`src/rtl/edge_event_arbiter.sv`:
```
// Multi-channel rising-edge event collector with a round-robin scheduler that
// offers one pending event at a time over a valid/ready handshake.
module edge_event_arbiter #(
  parameter  int unsigned N   = 4,
  localparam int unsigned IDW = (N > 1) ? $clog2(N) : 1
) (
  input  logic           clk,
  input  logic           rstn,
  input  logic [N-1:0]   sig,
  output logic           evt_valid,
  output logic [IDW-1:0] evt_id,
  input  logic           evt_ready,
  output logic [N-1:0]   pending,
  output logic [N-1:0]   overflow,
  input  logic           clr_ovf
);

  typedef enum logic {
    IDLE  = 1'b0,
    OFFER = 1'b1
  } state_t;

  state_t         state, state_nxt;
  logic [N-1:0]   sig_dly;
  logic [N-1:0]   sig_edge;
  logic [N-1:0]   acc_mask;
  logic [N-1:0]   pending_nxt;
  logic [N-1:0]   ovf_set;
  logic [N-1:0]   overflow_nxt;
  logic [IDW-1:0] rr_ptr, rr_nxt;
  logic [IDW-1:0] id_nxt;
  logic           hs;

  // First set bit of req, searching last+1, last+2, ... wrapping, so 'last' is checked last.
  function automatic logic [IDW-1:0] rr_pick(input logic [N-1:0]   req,
                                             input logic [IDW-1:0] last);
    logic [IDW-1:0] win;
    logic [IDW-1:0] idx_w;
    logic           found;
    int unsigned    idx;
    win   = '0;
    found = 1'b0;
    for (int unsigned i = 1; i <= N; i++) begin
      idx   = (32'(last) + i) % N;
      idx_w = IDW'(idx);
      if (!found && req[idx_w]) begin
        win   = idx_w;
        found = 1'b1;
      end
    end
    return win;
  endfunction

  assign evt_valid = (state == OFFER);
  assign hs        = evt_valid & evt_ready;

  always_comb begin
    sig_edge     = sig & ~sig_dly;
    acc_mask     = hs ? (N'(1) << evt_id) : '0;
    // A same-cycle edge on the accepted channel re-arms it as a fresh event.
    pending_nxt  = (pending & ~acc_mask) | sig_edge;
    ovf_set      = sig_edge & pending & ~acc_mask;
    overflow_nxt = (overflow & ~{N{clr_ovf}}) | ovf_set;
  end

  always_comb begin
    state_nxt = state;
    id_nxt    = evt_id;
    rr_nxt    = rr_ptr;
    unique case (state)
      IDLE: begin
        if (|pending) begin
          id_nxt    = rr_pick(pending, rr_ptr);
          state_nxt = OFFER;
        end
      end
      OFFER: begin
        if (hs) begin
          rr_nxt = evt_id;
          // Back-to-back: choose from post-update pending so new edges count too.
          if (|pending_nxt) begin
            id_nxt = rr_pick(pending_nxt, evt_id);
          end else begin
            state_nxt = IDLE;
          end
        end
      end
      default: state_nxt = IDLE;
    endcase
  end

  always_ff @(posedge clk or negedge rstn) begin
    if (!rstn) begin
      sig_dly  <= '1;
      pending  <= '0;
      overflow <= '0;
      state    <= IDLE;
      evt_id   <= '0;
      rr_ptr   <= IDW'(N - 1);
    end else begin
      sig_dly  <= sig;
      pending  <= pending_nxt;
      overflow <= overflow_nxt;
      state    <= state_nxt;
      evt_id   <= id_nxt;
      rr_ptr   <= rr_nxt;
    end
  end

endmodule

```
`config.mk`:
```
export PLATFORM = sky130hd
export DESIGN_NAME = edge_event_arbiter
export DESIGN_NICKNAME = d
export VERILOG_FILES = /design/src/rtl/edge_event_arbiter.sv
export SDC_FILE = /design/constraint.sdc
export NUM_CORES = 1
export LEC_CHECK = 0
export ABC_CLOCK_PERIOD_IN_PS = 7450
export CAP_MARGIN = 25
export CORE_AREA = 4 4 49 51
export CTS_CLUSTER_DIAMETER = 150
export DETAILED_ROUTE_END_ITERATION = 10
export DIE_AREA = 0 0 53 55
export PLACE_DENSITY = 0.79
export SETUP_SLACK_MARGIN = 0.4
export SYNTH_ARGS = -nofsm -noshare
export SYNTH_HDL_FRONTEND = slang
export SYNTH_SLANG_ARGS = --single-unit
export TNS_END_PERCENT = 100
```
`constraint.sdc`:
```
create_clock -name clk -period 7.45 [get_ports clk]
set_clock_uncertainty 0.05 [all_clocks]
set_input_delay 1.1175 -clock clk [delete_from_list [all_inputs] [get_ports clk]]
set_output_delay 1.1175 -clock clk [all_outputs]
set_load 0.1 [all_outputs]
```
==> results of run 1 <==
cells by family after synthesis:
family | synth area share
adders and majority gates | 0.0491
and+or+nand+nor | 0.170
DFF | 0.425
muxes | 0.0197
AOI/OAI and AO/OA | 0.264
buffers and inverters | 0.0725
layout make-up:
| class | instances | area (µm²) | area share |
|---|---|---|---|
| multi-input combinational | 75 | 512 | 0.414 |
| sequential | 17 | 433 | 0.350 |
| inverter | 13 | 51.3 | 0.0415 |
| timing repair buffer | 18 | 180 | 0.146 |
| tap | 27 | 33.8 | 0.0273 |
| clock buffer | 4 | 26.3 | 0.0213 |
per-layer routing:
metal | global-route usage | vias up | share of wire
met2 | 0.310 | 44 | 0.46
met3 | 0.0134 | 4 | 0.079
met1 | 0.240 | 416 | 0.44
met4 | 0.102 | 0 | 0.014
li1 | - | 425 | -
met5 | 0 | - | 0
state kept, by name (all words and copies together), names as in the netlist:
signal     count
overflow       4
evt_id         2
evt_valid      1
pending        4
sig_dly        4
rr_ptr         2
worst max path at each step:
stage / startpoint / endpoint / slack [ns] / cells after the start
2_1_floorplan: evt_id[0] / evt_id[1] / 4.50 / 8
3_3_place_gp: evt_ready / evt_id[1] / 3.99 / 8
3_5_place_dp: evt_ready / evt_id[1] / 3.93 / 8
4_1_cts: evt_valid / evt_valid / 4.14 / 1
5_1_grt: evt_ready / evt_id[0] / 4.06 / 8
6_report: evt_valid / evt_valid / 4.15 / 1
cell usage after synthesis:
master,number,area share
inv_4,1,0.0061
or2b_2,1,0.0086
a221oi_1,1,0.0086
nand3_2,2,0.020
inv_1,12,0.044
a21oi_1,5,0.025
a21oi_4,2,0.032
o21a_1,2,0.015
o211ai_1,1,0.0074
dfstp_2,6,0.15
a221o_1,1,0.0098
dfrtp_1,11,0.27
nand2_1,8,0.029
nand4_1,2,0.012
nand3_1,6,0.029
ha_1,4,0.049
a2bb2oi_1,1,0.0086
a311oi_2,1,0.015
or4_4,1,0.011
a41oi_1,2,0.017
mux2i_1,2,0.020
a31oi_1,2,0.012
and2b_2,1,0.0086
nor2b_1,2,0.012
a21boi_2,1,0.011
o21ai_0,11,0.054
or3b_1,1,0.0086
a21boi_0,1,0.0074
o2111ai_1,1,0.0086
o221ai_1,1,0.0086
o22ai_1,4,0.025
nor2_1,8,0.029
buf_6,2,0.022
per-stage QoR:
step           setup WS [ns]  instances
5_1_grt                 4.06        154
3_3_place_gp            3.99        150
4_1_cts                 4.14        154
2_1_floorplan           4.50        107
3_5_place_dp            3.93        150
6_report                4.15        154
worst reg2reg max path, delay by kind of cell (launching register included):
family | cells | cell delay, ns
flip-flops | 1 | 0.52
AND/OR/NAND/NOR | 3 | 0.73
AO/OA/AOI/OAI | 2 | 0.65
buffers and inverters | 2 | 0.29
adder cells (fa/ha/maj) | 1 | 0.20
multiplexers | 1 | 0.12
==> summary.md, run 1 <==
| Metric | Value |
|---|---|
| Status | finished clean |
| Final estimated routing congestion in global placement | 0.940 |
| Top achievable clock speed | 0.303 GHz |
| Vias in the first global route | 888 |
| Crit. End Element | output port |
| CP max stage delay | 1.22 ns |
| Clk_lat worst skew | 0.28 ns |
| Area after DPL | 0.00121 mm² |
| Worst Hold End | rr_ptr[0] |
| Routed WL | 2240 µm |
| Netlist Area Pre-Place | 0.00102 mm² |
| Crit Path Category | reg -> out |
| Top Family by Delay on Critical Path | buffers and inverters |
| Mapped Nets | 119 |
| Avg Vias per Cell | 5.77 |
| Critical Path AT | 2.13 ns |
| Total congestion overflow | 0 |
| Slew margin rel. | 0.343 |
| Slew Limit Fails | 0 |
| Setup violators final | 0 |
| CTS resizes | 0 |
| Drt pass-1 iters | 4 |
| Final net count | 140 |
| Commonest non-fill, non-tap cell in the layout | clkdlybuf4s50_1 |
| Die Area | 0.00292 mm² |
| Origin of the critical flop-to-flop path | evt_id[1] |
| Post-synthesis sequential area ratio | 0.425 |
| H-tree levels | 1 |
| Slowest cell on the critical path | clkdlybuf4s50_1 |
| Unrepaired setup endpoints after global routing | no |
| HP Start | rr_ptr[0] |
| Hold slack | 0.455 ns |
| CTS tree | yes |
| R2r setup slk | 4.79 ns |
| Die height | 55 µm |
| Period Utilization, post-route | 0.442 |
| First-pass GRT wire length | 3970 µm |
| Critical path cell sequence | clkdlybuf4s50_1 |
| Antenna diode count | 0 |
| Die width | 53 µm |
| Cell at the root of the clock tree | clkbuf_4 |
| Reg clk slew, reported paths | 0.09 ns |
| Distinct cells, synth | 33 |
| Mean post-synth cell area | 9.52 µm² |
| Placeable Area | 0.00194 mm² |
| Via count | 889 |
| Total GRT Usage | 0.186 |
| IO Pins | 19 |
| Layout cell share with drive strength beyond 1 | 0.150 |
| Post-CTS Setup Repair Bufs | 0 |
| CTS buffer count | 3 |
| CP Data Required Time | 6.28 ns |
| Worst Hold Depth | 2 |
| Final Instance Area | 0.00124 mm² |
| Worst path bufs/invs | 1 |
| Startpoint class of the critical path | flip-flop |
| Final Hold Vio Count | 0 |
| Iter 0 DRT Violations | 23 |
| HPWL Detailed | 1720 µm |
| Synthesized flop and latch total | 17 |
| Wirelength per Cell | 14.6 µm |
| P&R area growth vs syn | 21.4% |
| Mapped Cells | 107 |
| Fin crit period | 3.30 ns |
| Antenna violations before repair | 0 |
| Port Buf Inserts | 18 |
| Largest net degree at the start of global routing | 18 |
| R2R Path End | evt_id[1] |
| Tightest Hold Check Type | reg -> reg |
| CP max FO | 13 |
| YS warnings | 0 |
| Clock net sink count | 17 |
| Detail Route Antenna Nets | 0 |
| Num rows | 16 |
| Filler Cells Inserted | 169 |
| Longest Clk Path Bufs | 2 |
| Hold-fix buffers, CTS | 0 |
| Slew @ Worst Pin | 0.983 ns |
| Max-cap check violation count | 0 |
| Final core utilization | 0.637 |
| Initial core utilization | 0.524 |
| Drt drc | 0 |
| Worst-case reg-to-reg path depth | 9 |
| Most frequent cells in the layout | clkdlybuf4s50_1 (18), inv_1 (12), o21ai_0 (11), dfrtp_1 (11) |
| Total negative slack | 0 ns |
Power of run 1 is not shown: default switching activity piles up to over one toggle a cycle in this logic, so the estimate is an artifact.
==> run 2: changes to the inputs <==
--- a/config.mk
+++ b/config.mk
@@ -5,13 +5,13 @@
 export SDC_FILE = /design/constraint.sdc
 export NUM_CORES = 1
 export LEC_CHECK = 0
-export ABC_CLOCK_PERIOD_IN_PS = 7450
+export ABC_CLOCK_PERIOD_IN_PS = 2920
 export CAP_MARGIN = 25
-export CORE_AREA = 4 4 49 51
+export CORE_AREA = 4 4 53 55
 export CTS_CLUSTER_DIAMETER = 150
 export DETAILED_ROUTE_END_ITERATION = 10
-export DIE_AREA = 0 0 53 55
-export PLACE_DENSITY = 0.79
+export DIE_AREA = 0 0 57 59
+export PLACE_DENSITY = 0.71
 export SETUP_SLACK_MARGIN = 0.4
 export SYNTH_ARGS = -nofsm -noshare
 export SYNTH_HDL_FRONTEND = slang
==> constraint.sdc (replaced) <==
create_clock -name clk -period 2.92 [get_ports clk]
set_clock_uncertainty 0.05 [all_clocks]
set_input_delay 0.438 -clock clk [delete_from_list [all_inputs] [get_ports clk]]
set_output_delay 0.438 -clock clk [all_outputs]
set_load 0.1 [all_outputs]
==> summary.md, run 2 (synthesized netlist as in run 1, its figures left out) <==
| Metric | Value |
|---|---|
| Drt drc | 0 (unchanged) |
| Worst Setup EP | evt_id[1] (was evt_valid) |
| Unrepaired setup endpoints after global routing | no (unchanged) |
| Top flop regs | overflow: 4 flops, pending: 4 flops, sig_dly: 4 flops (unchanged) |
| Placeable Area | 0.00239 mm² (was 0.00194 mm²) |
| Largest net degree at the start of global routing | 18 (unchanged) |
| Avg Vias per Cell | 5.80 (was 5.77) |
| Num rows | 18 (was 16) |
| Status | finished clean (unchanged) |
| Final Hold Vio Count | 0 (unchanged) |
| CP Data Required Time | 3.05 ns (was 6.28 ns) |
| Worst path bufs/invs | 2 (was 1) |
| Vias in the first global route | 915 (was 888) |
| Setup violators final | 0 (unchanged) |
| Origin of the critical flop-to-flop path | evt_id[1] (unchanged) |
| Hold-fix buffers, CTS | 0 (unchanged) |
| Initial core utilization | 0.427 (was 0.524) |
| Period Utilization, post-route | 0.830 |
| Fin crit period | 2.42 ns |
| Commonest non-fill, non-tap cell in the layout | buf_4 (was clkdlybuf4s50_1) |
| Critical path cell sequence | inv_6 -> ha_4 -> nand3_4 -> a21oi_4 -> inv_2 -> or4_4 -> a311oi_4 -> nor2_1 -> mux2i_1 (was clkdlybuf4s50_1) |
| Total congestion overflow | 0 (unchanged) |
| Slew Limit Fails | 0 (unchanged) |
| Crit Path Category | reg -> reg (was reg -> out) |
| Via count | 975 (was 889) |
| Cell at the root of the clock tree | clkbuf_4 (unchanged) |
| Final estimated routing congestion in global placement | 0.981 (was 0.940) |
| Die height | 59 µm (was 55 µm) |
| HPWL Detailed | 1900 µm (was 1720 µm) |
| CTS buffer count | 3 (unchanged) |
| Max-cap check violation count | 0 (unchanged) |
| Slowest cell on the critical path | dfrtp_4 (was clkdlybuf4s50_1) |
| Slew @ Worst Pin | 0.763 ns (was 0.983 ns) |
| Antenna diode count | 0 (unchanged) |
| Total GRT Usage | 0.167 (was 0.186) |
| Detail Route Antenna Nets | 0 (unchanged) |
| CP Depth | 9 (was 1) |
| Top achievable clock speed | 0.413 GHz |
| Longest Clk Path Bufs | 2 (unchanged) |
| Slew margin rel. | 0.490 (was 0.343) |
| Layout cell share with drive strength beyond 1 | 0.355 (was 0.150) |
| Clk_lat worst skew | 0.29 ns (was 0.28 ns) |
| R2r setup slk | 0.50 ns (was 4.79 ns) |
| Antenna violations before repair | 0 (unchanged) |
| CP max FO | 8 (was 13) |
| Die Area | 0.00336 mm² (was 0.00292 mm²) |
| IO Pins | 19 (unchanged) |
| Port Buf Inserts | 18 (unchanged) |
| Drt pass-1 iters | 4 (unchanged) |
| Startpoint class of the critical path | flip-flop (unchanged) |
| H-tree levels | 1 (unchanged) |
| Crit. End Element | flip-flop (was output port) |
| R2R Path End | evt_id[1] (unchanged) |
| Wirelength per Cell | 15.9 µm (was 14.6 µm) |
| Most frequent cells in the layout | buf_4 (22), o21ai_0 (11), inv_1 (9) (was clkdlybuf4s50_1 (18), inv_1 (12), o21ai_0 (11), dfrtp_1 (11)) |
| P&R area growth vs syn | 34.0% (was 21.4%) |
| CTS tree | yes (unchanged) |
| Reg clk slew, reported paths | 0.09 ns (about the same) |
| Final net count | 151 (was 140) |
| Die width | 57 µm (was 53 µm) |
| Routed WL | 2670 µm (was 2240 µm) |
| Clock net sink count | 17 (unchanged) |
| Tightest Hold Check Type | reg -> reg (unchanged) |
| Total negative slack | 0 ns (unchanged) |
| Critical Path AT | 2.55 ns (was 2.13 ns) |
| Worst-case reg-to-reg path depth | 9 (unchanged) |
| Worst setup startpoint | evt_id[1] (was evt_valid) |
| Iter 0 DRT Violations | 50 (was 23) |
| First-pass GRT wire length | 4320 µm (was 3970 µm) |
| Top Family by Delay on Critical Path | simple AND/OR/NAND/NOR gates (was buffers and inverters) |
| CP max stage delay | 0.55 ns (was 1.22 ns) |
## run 2: cell types whose count changed in the layout (fill, tap and decap cells not counted), sizes merged
cell,delta
buf,+22
dlymetal6s2s,+1
clkdlybuf4s50,-12
## run 2: worst reg2reg max path, stage by stage (launching register included)
cell	delay, ns
dfrtp_4	0.55
inv_6	0.11
ha_4	0.14
nand3_4	0.07
a21oi_4	0.21
inv_2	0.08
or4_4	0.55
a311oi_4	0.31
nor2_1	0.11
mux2i_1	0.13
## run 2: metrics by stage
stage | hold slack (ns) | cells | area, µm² | utilization | setup slack [ns]
after floorplan | 0.0924 | 107 | 1070 | - | 0.361
after global placement | 0.441 | 154 | 1250 | 0.523 | 0.206
after detailed placement | 0.465 | 154 | 1250 | 0.523 | 0.163
after CTS | 0.478 | 158 | 1270 | 0.534 | 0.408
after global routing | 0.501 | 168 | 1370 | 0.572 | 0.388
final | 0.483 | 168 | 1370 | 0.572 | 0.497
## run 2: layout make-up
type	instances	area, µm²
clock buffer	4	26.3
fill	223	1020
inverter	13	58.8
multi-input combinational	75	563
sequential	17	442
tap	30	37.5
timing repair buffer	29	238
## run 2: worst min-delay path by stage
stage,start,to,slack (ns),depth (start not counted)
after floorplan,rstn,evt_valid,0.09,0
after global placement,rr_ptr[0],rr_ptr[0],0.44,2
after detailed placement,rr_ptr[0],rr_ptr[0],0.46,2
after CTS,rr_ptr[0],rr_ptr[0],0.48,2
after global routing,sig[0],sig_dly[0],0.50,1
final,rr_ptr[1],rr_ptr[1],0.48,2
## run 2: repair_timing
item                       4_1_cts  5_1_grt
buffers inserted                 0       10
setup endpoints to repair        1        2
resized for setup                1        3
pin swaps                        0        3
## run 2: metal layers
metal | track usage | part of all wire | wire length (µm)
met5 | 0 | 0 | 0
met2 | 0.297 | 0.50 | 1330
met3 | 0.0370 | 0.076 | 203
met4 | 0.0728 | 0.019 | 52
met1 | 0.193 | 0.41 | 1090
Power of run 2 is left out for the same reason.
